[config.mk]
export PLATFORM = sky130hd
export DESIGN_NAME = coriolis_fpadd_share_arb
export DESIGN_NICKNAME = d
export VERILOG_FILES = /design/src/rtl/coriolis_arb_pkg.sv /design/src/rtl/coriolis_rr_arbiter.sv /design/src/rtl/coriolis_fpadd_share_arb.sv
export SDC_FILE = /design/constraint.sdc
export NUM_CORES = 1
export LEC_CHECK = 0
export ABC_AREA = 1
export CAP_MARGIN = 20
export CORE_AREA = 2 2 168 170
export CTS_CLUSTER_SIZE = 8
export DETAILED_ROUTE_END_ITERATION = 10
export DIE_AREA = 0 0 170 172
export SYNTH_ARGS = -nofsm -noshare
export SYNTH_HDL_FRONTEND = slang
export SYNTH_SLANG_ARGS = --single-unit
[constraint.sdc]
create_clock -name clk -period 8.7 [get_ports clk]
set_input_delay 2.175 -clock clk [delete_from_list [all_inputs] [get_ports clk]]
set_output_delay 2.175 -clock clk [all_outputs]
set_load 0.005 [all_outputs]
[src/rtl/coriolis_arb_pkg.sv]
// Shared constants and helpers for the coriolis FP-adder sharing arbiter.
// Latency: n/a (package only).
// Backpressure: n/a (package only).
package coriolis_arb_pkg;

  // Pipeline depth of FPAdd_8_23_F300_uid2 as generated for this kernel.
  localparam int ADD_LAT_DEFAULT = 8;

  // FloPoCo exception field value for an ordinary (finite, non-zero) number.
  localparam logic [1:0] FP_EXC_NORMAL = 2'b01;

  // Widest requester count supported by the helpers below.
  localparam int MAX_REQ = 16;

  // One-hot decode of a requester index; callers slice down to their width.
  function automatic logic [MAX_REQ-1:0] onehot(input logic [3:0] idx);
    return MAX_REQ'(1) << idx;
  endfunction

  // Ceiling log2 that never returns 0, so a 1-wide index is still legal.
  function automatic int clog2_min1(input int n);
    int r;
    r = 0;
    while ((1 << r) < n) r++;
    return (r == 0) ? 1 : r;
  endfunction

endpackage

[src/rtl/coriolis_rr_arbiter.sv]
// Round-robin requester select with a rotating priority pointer.
// Latency: grant is combinational in the request cycle; pointer updates on the edge.
// Backpressure: en=0 suppresses every grant and freezes the pointer.
module coriolis_rr_arbiter
  import coriolis_arb_pkg::*;
#(
  parameter int NREQ = 4,
  parameter int TAGW = clog2_min1(NREQ)
) (
  input  logic            clk,
  input  logic            rst,
  input  logic            en,
  input  logic [NREQ-1:0] req,
  output logic [NREQ-1:0] gnt,
  output logic            grant_any,
  output logic [TAGW-1:0] grant_idx
);

  logic [TAGW-1:0] ptr_q, ptr_d;
  logic            found;
  logic [TAGW-1:0] idx;
  logic [TAGW-1:0] cand;
  logic [MAX_REQ-1:0] oh;
  int              j;

  // Search from the pointer upward, wrapping, and take the first active request.
  always_comb begin
    found = 1'b0;
    idx   = '0;
    cand  = '0;
    j     = 0;
    for (int k = 0; k < NREQ; k++) begin
      j = int'(ptr_q) + k;
      if (j >= NREQ) j = j - NREQ;
      cand = TAGW'(j);
      if (!found && req[cand]) begin
        found = 1'b1;
        idx   = cand;
      end
    end
  end

  // Qualify the grant with the enable and advance the pointer past the winner.
  always_comb begin
    grant_any = en & found;
    grant_idx = idx;
    oh        = onehot(4'(idx));
    gnt       = grant_any ? oh[NREQ-1:0] : '0;
    ptr_d     = ptr_q;
    if (grant_any) begin
      ptr_d = (idx == TAGW'(NREQ - 1)) ? '0 : idx + 1'b1;
    end
  end

  // Pointer register; reset starts the rotation at requester 0.
  always_ff @(posedge clk or posedge rst) begin
    if (rst) begin
      ptr_q <= '0;
    end else begin
      ptr_q <= ptr_d;
    end
  end

endmodule

[src/rtl/coriolis_fpadd_share_arb.sv]
// Time-shares one pipelined FP adder among NREQ streams, routing results back by tag.
// Latency: ADD_LAT cycles from accept to res_valid, plus any freeze cycles in between.
// Backpressure: an unready owner of the tail result freezes the adder, the tag pipe and all grants.
module coriolis_fpadd_share_arb
  import coriolis_arb_pkg::*;
#(
  parameter int STREAMW = 34,
  parameter int NREQ    = 4,
  parameter int ADD_LAT = ADD_LAT_DEFAULT,
  parameter int TAGW    = clog2_min1(NREQ)
) (
  input  logic                                clk,
  input  logic                                rst,
  input  logic [NREQ-1:0]                     req_valid,
  output logic [NREQ-1:0]                     req_ready,
  input  logic [NREQ*STREAMW-1:0]             req_x,
  input  logic [NREQ*STREAMW-1:0]             req_y,
  output logic [STREAMW-1:0]                  add_x,
  output logic [STREAMW-1:0]                  add_y,
  output logic                                add_stall,
  input  logic [STREAMW-1:0]                  add_r,
  output logic [NREQ-1:0]                     res_valid,
  input  logic [NREQ-1:0]                     res_ready,
  output logic [STREAMW-1:0]                  res_data,
  output logic [TAGW+$clog2(ADD_LAT+1)-1:0]   inflight
);

  localparam int CNTW = TAGW + $clog2(ADD_LAT + 1);
  localparam int TAGP = 1 << TAGW;

  // Tag pipeline: one {vld, tag} per adder stage, tail aligned with add_r.
  logic [ADD_LAT-1:0] vld_q, vld_d;
  logic [TAGW-1:0]    tag_q [ADD_LAT];
  logic [TAGW-1:0]    tag_d [ADD_LAT];

  logic [STREAMW-1:0] add_x_q, add_x_d;
  logic [STREAMW-1:0] add_y_q, add_y_d;
  logic [CNTW-1:0]    inflight_q, inflight_d;

  logic               tail_vld;
  logic [TAGW-1:0]    tail_tag;
  logic [TAGP-1:0]    res_rdy_ext;
  logic               freeze;
  logic               arb_en;
  logic               consume;
  logic               grant_any;
  logic [TAGW-1:0]    grant_idx;
  logic [NREQ-1:0]    grant_oh;
  logic [MAX_REQ-1:0] tail_oh;

  // Widen res_ready to the full tag range so any tag value indexes safely.
  always_comb begin
    res_rdy_ext             = '0;
    res_rdy_ext[NREQ-1:0]   = res_ready;
  end

  assign tail_vld = vld_q[ADD_LAT-1];
  assign tail_tag = tag_q[ADD_LAT-1];

  // Freeze whenever the result at the tail cannot be delivered to its owner.
  always_comb begin
    freeze  = tail_vld & ~res_rdy_ext[tail_tag];
    consume = tail_vld &  res_rdy_ext[tail_tag];
    arb_en  = ~freeze & ~rst;
  end

  coriolis_rr_arbiter #(
    .NREQ (NREQ),
    .TAGW (TAGW)
  ) u_rr (
    .clk       (clk),
    .rst       (rst),
    .en        (arb_en),
    .req       (req_valid),
    .gnt       (grant_oh),
    .grant_any (grant_any),
    .grant_idx (grant_idx)
  );

  assign req_ready = grant_oh;
  assign add_stall = freeze;
  assign res_data  = add_r;
  assign inflight  = inflight_q;

  // Route the winner's operands to the adder; bubbles repeat the last operands.
  always_comb begin
    add_x_d = add_x_q;
    add_y_d = add_y_q;
    if (grant_any) begin
      add_x_d = req_x[int'(grant_idx)*STREAMW +: STREAMW];
      add_y_d = req_y[int'(grant_idx)*STREAMW +: STREAMW];
    end
    add_x = add_x_d;
    add_y = add_y_d;
  end

  // Result routing: only the tail's owner sees a valid.
  always_comb begin
    tail_oh   = onehot(4'(tail_tag));
    res_valid = tail_vld ? tail_oh[NREQ-1:0] : '0;
  end

  // Shift the tag pipeline in lockstep with the adder unless frozen.
  always_comb begin
    vld_d = vld_q;
    tag_d = tag_q;
    if (!freeze) begin
      vld_d[0] = grant_any;
      tag_d[0] = grant_idx;
      for (int k = 1; k < ADD_LAT; k++) begin
        vld_d[k] = vld_q[k-1];
        tag_d[k] = tag_q[k-1];
      end
    end
  end

  // Occupancy: accept and consume in the same cycle cancel out.
  always_comb begin
    inflight_d = inflight_q;
    case ({grant_any, consume})
      2'b10:   inflight_d = inflight_q + 1'b1;
      2'b01:   inflight_d = inflight_q - 1'b1;
      default: inflight_d = inflight_q;
    endcase
  end

  // State registers; reset drops every in-flight op and its eventual result.
  always_ff @(posedge clk or posedge rst) begin
    if (rst) begin
      vld_q      <= '0;
      for (int k = 0; k < ADD_LAT; k++) tag_q[k] <= '0;
      add_x_q    <= '0;
      add_y_q    <= '0;
      inflight_q <= '0;
    end else begin
      vld_q      <= vld_d;
      tag_q      <= tag_d;
      add_x_q    <= add_x_d;
      add_y_q    <= add_y_d;
      inflight_q <= inflight_d;
    end
  end

endmodule

==> impl_results.md <==
* Post-Synth Simple-Gate Area at 46.3%
* TritonCTS buffer count at 9
* Port-buffer cells at roughly 360
* Die area at roughly 29,000 µm²
* Hold Path Cell Cnt at 2
* H-tree levels at 3
* Placed inst area at 11,800 µm²
* Dpl hpwl at 21,600 µm
* Hold_buf cts at 0
* Adder-Cell Fraction of Synth Area at approximately 1.1%
* Largest net degree at the start of global routing at approximately 140
* Pre-antenna DRT Iters at 7
* Std cell rows at around 60
* Post-Route WL at roughly 30,000 µm
* Hold path start: vld_q[6]
* Core footprint at 27,500 µm²
* TritonCTS clock tree: yes
* Synth unique cells at 31
* Initial antenna violation count at 2
* Synthesized instance count at roughly 1.3k
* WL/cell at 15.5 µm
* Setup Skew at between 0.015 and 0.02 ns
* Final Slew Violations at 0
* Final setup fails at 0
* Worst slew margin at between 30% and 40%
* Clk pin slew, worst setup/hold paths at about 0.090 ns
* Area growth from synthesis to layout at 46.5%
* CP endpoint kind: primary output
* XOR/XNOR Fraction of Synth Area at less than 1%
* Status: completed
* Fin Setup TNS at 0 ns
* Vias in the first global route at 8,365
* CTS resizes at 0
* Internal at approximately 2.5 mW
* RR Startpoint: u_rr.ptr_q[0]
* Final Hold Viols at 0
* Avg Cell Area, Syn at 6.36 µm²
* Fraction of final layout cells sized beyond drive strength 1 at under 10%
* Part of the power in registers at around 16%
* Finished Layout Cells at 1,928
* Hold/Removal Path Class: register to register
* Reg-to-Reg End: inflight[4]
* Vias at approximately 8.8k
* Crit Path Max Fanout at 77
* RSZ-0062 raised after global routing: false
* Drt drc at 0
* CP required at 6.53 ns
* Synth warn at 0
* Critical path class: primary input to primary output
* Largest family of logic cells by synthesized area: simple AND/OR/NAND/NOR gates
* Fin crit period at about 7.7 ns
* Fin crit share at 88.8%
* FMAX at 129 MHz
* Core Util, Final at between 40 and 50%
* Compound-Gate Fraction of Synth Area at approximately 2.1%
* Initial Utilization at ~30%
* Crit path DAT at ~5.6 ns
* Hold worst-path end: vld_q[7]
* First-pass GRT wire length at roughly 45,000 µm
* ANT nets after route at 0
* Max Cap Violations at 0
* R2r setup slk at 4.73 ns
* Clk root buf: clkbuf_16
* Post-Place Setup Slack at between 0.9 and 1 ns
* Combinational group share of total power at 76.1%
* DP Cell Count at 1,909
* Nets at roughly 1.9k
* Static Leakage at between 6 and 7 nW
* Hold Worst Slack at between 0.4 and 0.5 ns
* Power Total at slightly above 5 mW
* Worst Tran Pin Value at around 0.95 ns
* Die Height at 172 µm
* Total GRT Usage at roughly a fifth
* Drt via density at ~4.6
* Number of synthesized register bits at 100
* Die Wd at 170 µm
* Placer Congestion at slightly above 0.9
* Fin area at around 12,000 µm²
* # clock sinks at 100
* Iteration-0 DRC Markers at between 500 and 600
* Net Sw Power at between 2 and 3 mW
* CTS Buffer Depth at 2
* Startpoint types: primary input
* Clock Latency Late Sink at approximately 0.36 ns
* PD cells at between 400 and 500 nW/µm²
* Final Worst Setup Slack at approximately 1 ns
* Post-synthesis mux area share at 0%
* Maximum VDD drop at 316 µV
* I/O pin count at 433
* Worst-case reg-to-reg path depth at 20
* Postcts setup bufs at 0
* Synthesized net count at around 1.6k
* Clk pwr share at ~8.5%
* Sw frac at about half
* Netlist area before placement at roughly 8300 µm²
* Total gr overflow at 0
* Sequential share of the synthesized area at a little under a third
## layout by cell type, fill, tap and decap left out, drive strengths merged, types with 9 or more instances in the layout
| cell | n |
|---|---|
| buf | 13 |
| clkbuf | 9 |
| nand3 | 216 |
| inv | 240 |
| clkdlybuf4s50 | 364 |
| nand2 | 500 |
| dfrtp | 100 |
| nand3b | 69 |
| nor2 | 13 |
| o21ai | 23 |
## critical path: stages
cell	delay, ns
clkdlybuf4s50_1	0.47
inv_1	0.05
nand2_1	0.09
nand3_2	0.10
nand2_2	0.12
nor2_1	0.06
nor2_2	0.19
nand2_8	0.37
nand2_4	0.60
buf_4	0.43
nand2_1	0.12
nand3_1	0.08
nand2_1	0.06
nand2_1	0.06
nand2_1	0.06
clkdlybuf4s50_1	0.47
## power by group through the flow
stage          Combinational [mW]  Clock, mW  Sequential [mW]
4_1_cts                      3.93      0.452            0.792
5_1_grt                      4.34      0.468            0.815
3_5_place_dp                 3.91          0            0.800
3_3_place_gp                 3.89          0            0.794
6_report                     3.88      0.432            0.790
2_1_floorplan                2.52          0            0.776
## synth_stat cells
cell type / n / area, µm²
nand2_1: 492 / 1850
inv_1: 234 / 878
nand3_1: 172 / 861
dfrtp_1: 100 / 2500
nand3b_1: 69 / 518
buf_2: 43 / 215
nand3_2: 43 / 430
buf_4: 37 / 278
o21ai_0: 22 / 110
clkbuf_1: 17 / 63.8
nor2_1: 11 / 41.3
buf_6: 9 / 101
ha_1: 7 / 87.6
a21oi_1: 6 / 30.0
buf_1: 5 / 18.8
nand2_2: 5 / 31.3
xnor2_1: 5 / 43.8
inv_2: 4 / 15.0
nor3_1: 4 / 20.0
buf_8: 3 / 45.0
nand2_4: 3 / 33.8
a22o_1: 1 / 8.76
a31oi_1: 1 / 6.26
buf_12: 1 / 20.0
nand3_4: 1 / 17.5
nand4_1: 1 / 6.26
nor2_2: 1 / 6.26
nor2_4: 1 / 11.3
o21a_1: 1 / 7.51
o21ai_2: 1 / 8.76
or2_2: 1 / 6.26
## registers in the layout, summed over array words and instances, names as in the netlist
name / cells
tail_tag: 2
tag_q: 14
add_x_q: 34
vld_q: 8
u_rr.ptr_q: 2
inflight: 6
add_y_q: 34
## layer usage
layer | GRT usage, % | share of wire (%)
met1 | 24.9 | 42
met2 | 33.8 | 49
met3 | 4.62 | 7.4
met4 | 6.13 | 1.9
met5 | 0 | 0
## layout make-up
cell class	instances	area, µm²
Antenna cell	3	7.51
Clock buffer	9	225
Clock inverter	7	93.8
Fill cell	2859	15400
Inverter	238	896
Multi-Input combinational cell	848	4170
Sequential cell	100	2500
Tap cell	346	433
Timing Repair Buffer	377	3790
## kinds of logic after synthesis
logic type               after synthesis
AO/OA/AOI/OAI                         32
AND/OR/NAND/NOR                      804
XOR/XNOR                               5
flip-flops                           100
buffers and inverters                353
adder cells (fa/ha/maj)                7
## how the worst max path moves through the flow
stage	startpoint	end	slack [ns]	cells past startpoint
3_3_place_gp	req_valid[3]	add_y[22]	0.98	16
6_report	req_valid[3]	add_y[22]	0.97	16
2_1_floorplan	rst	add_x[0]	1.16	6
3_5_place_dp	req_valid[3]	add_y[17]	0.94	16
4_1_cts	req_valid[3]	add_y[22]	0.94	16
5_1_grt	req_valid[3]	add_y[8]	0.65	16
Power figures use the tool's default switching activity.
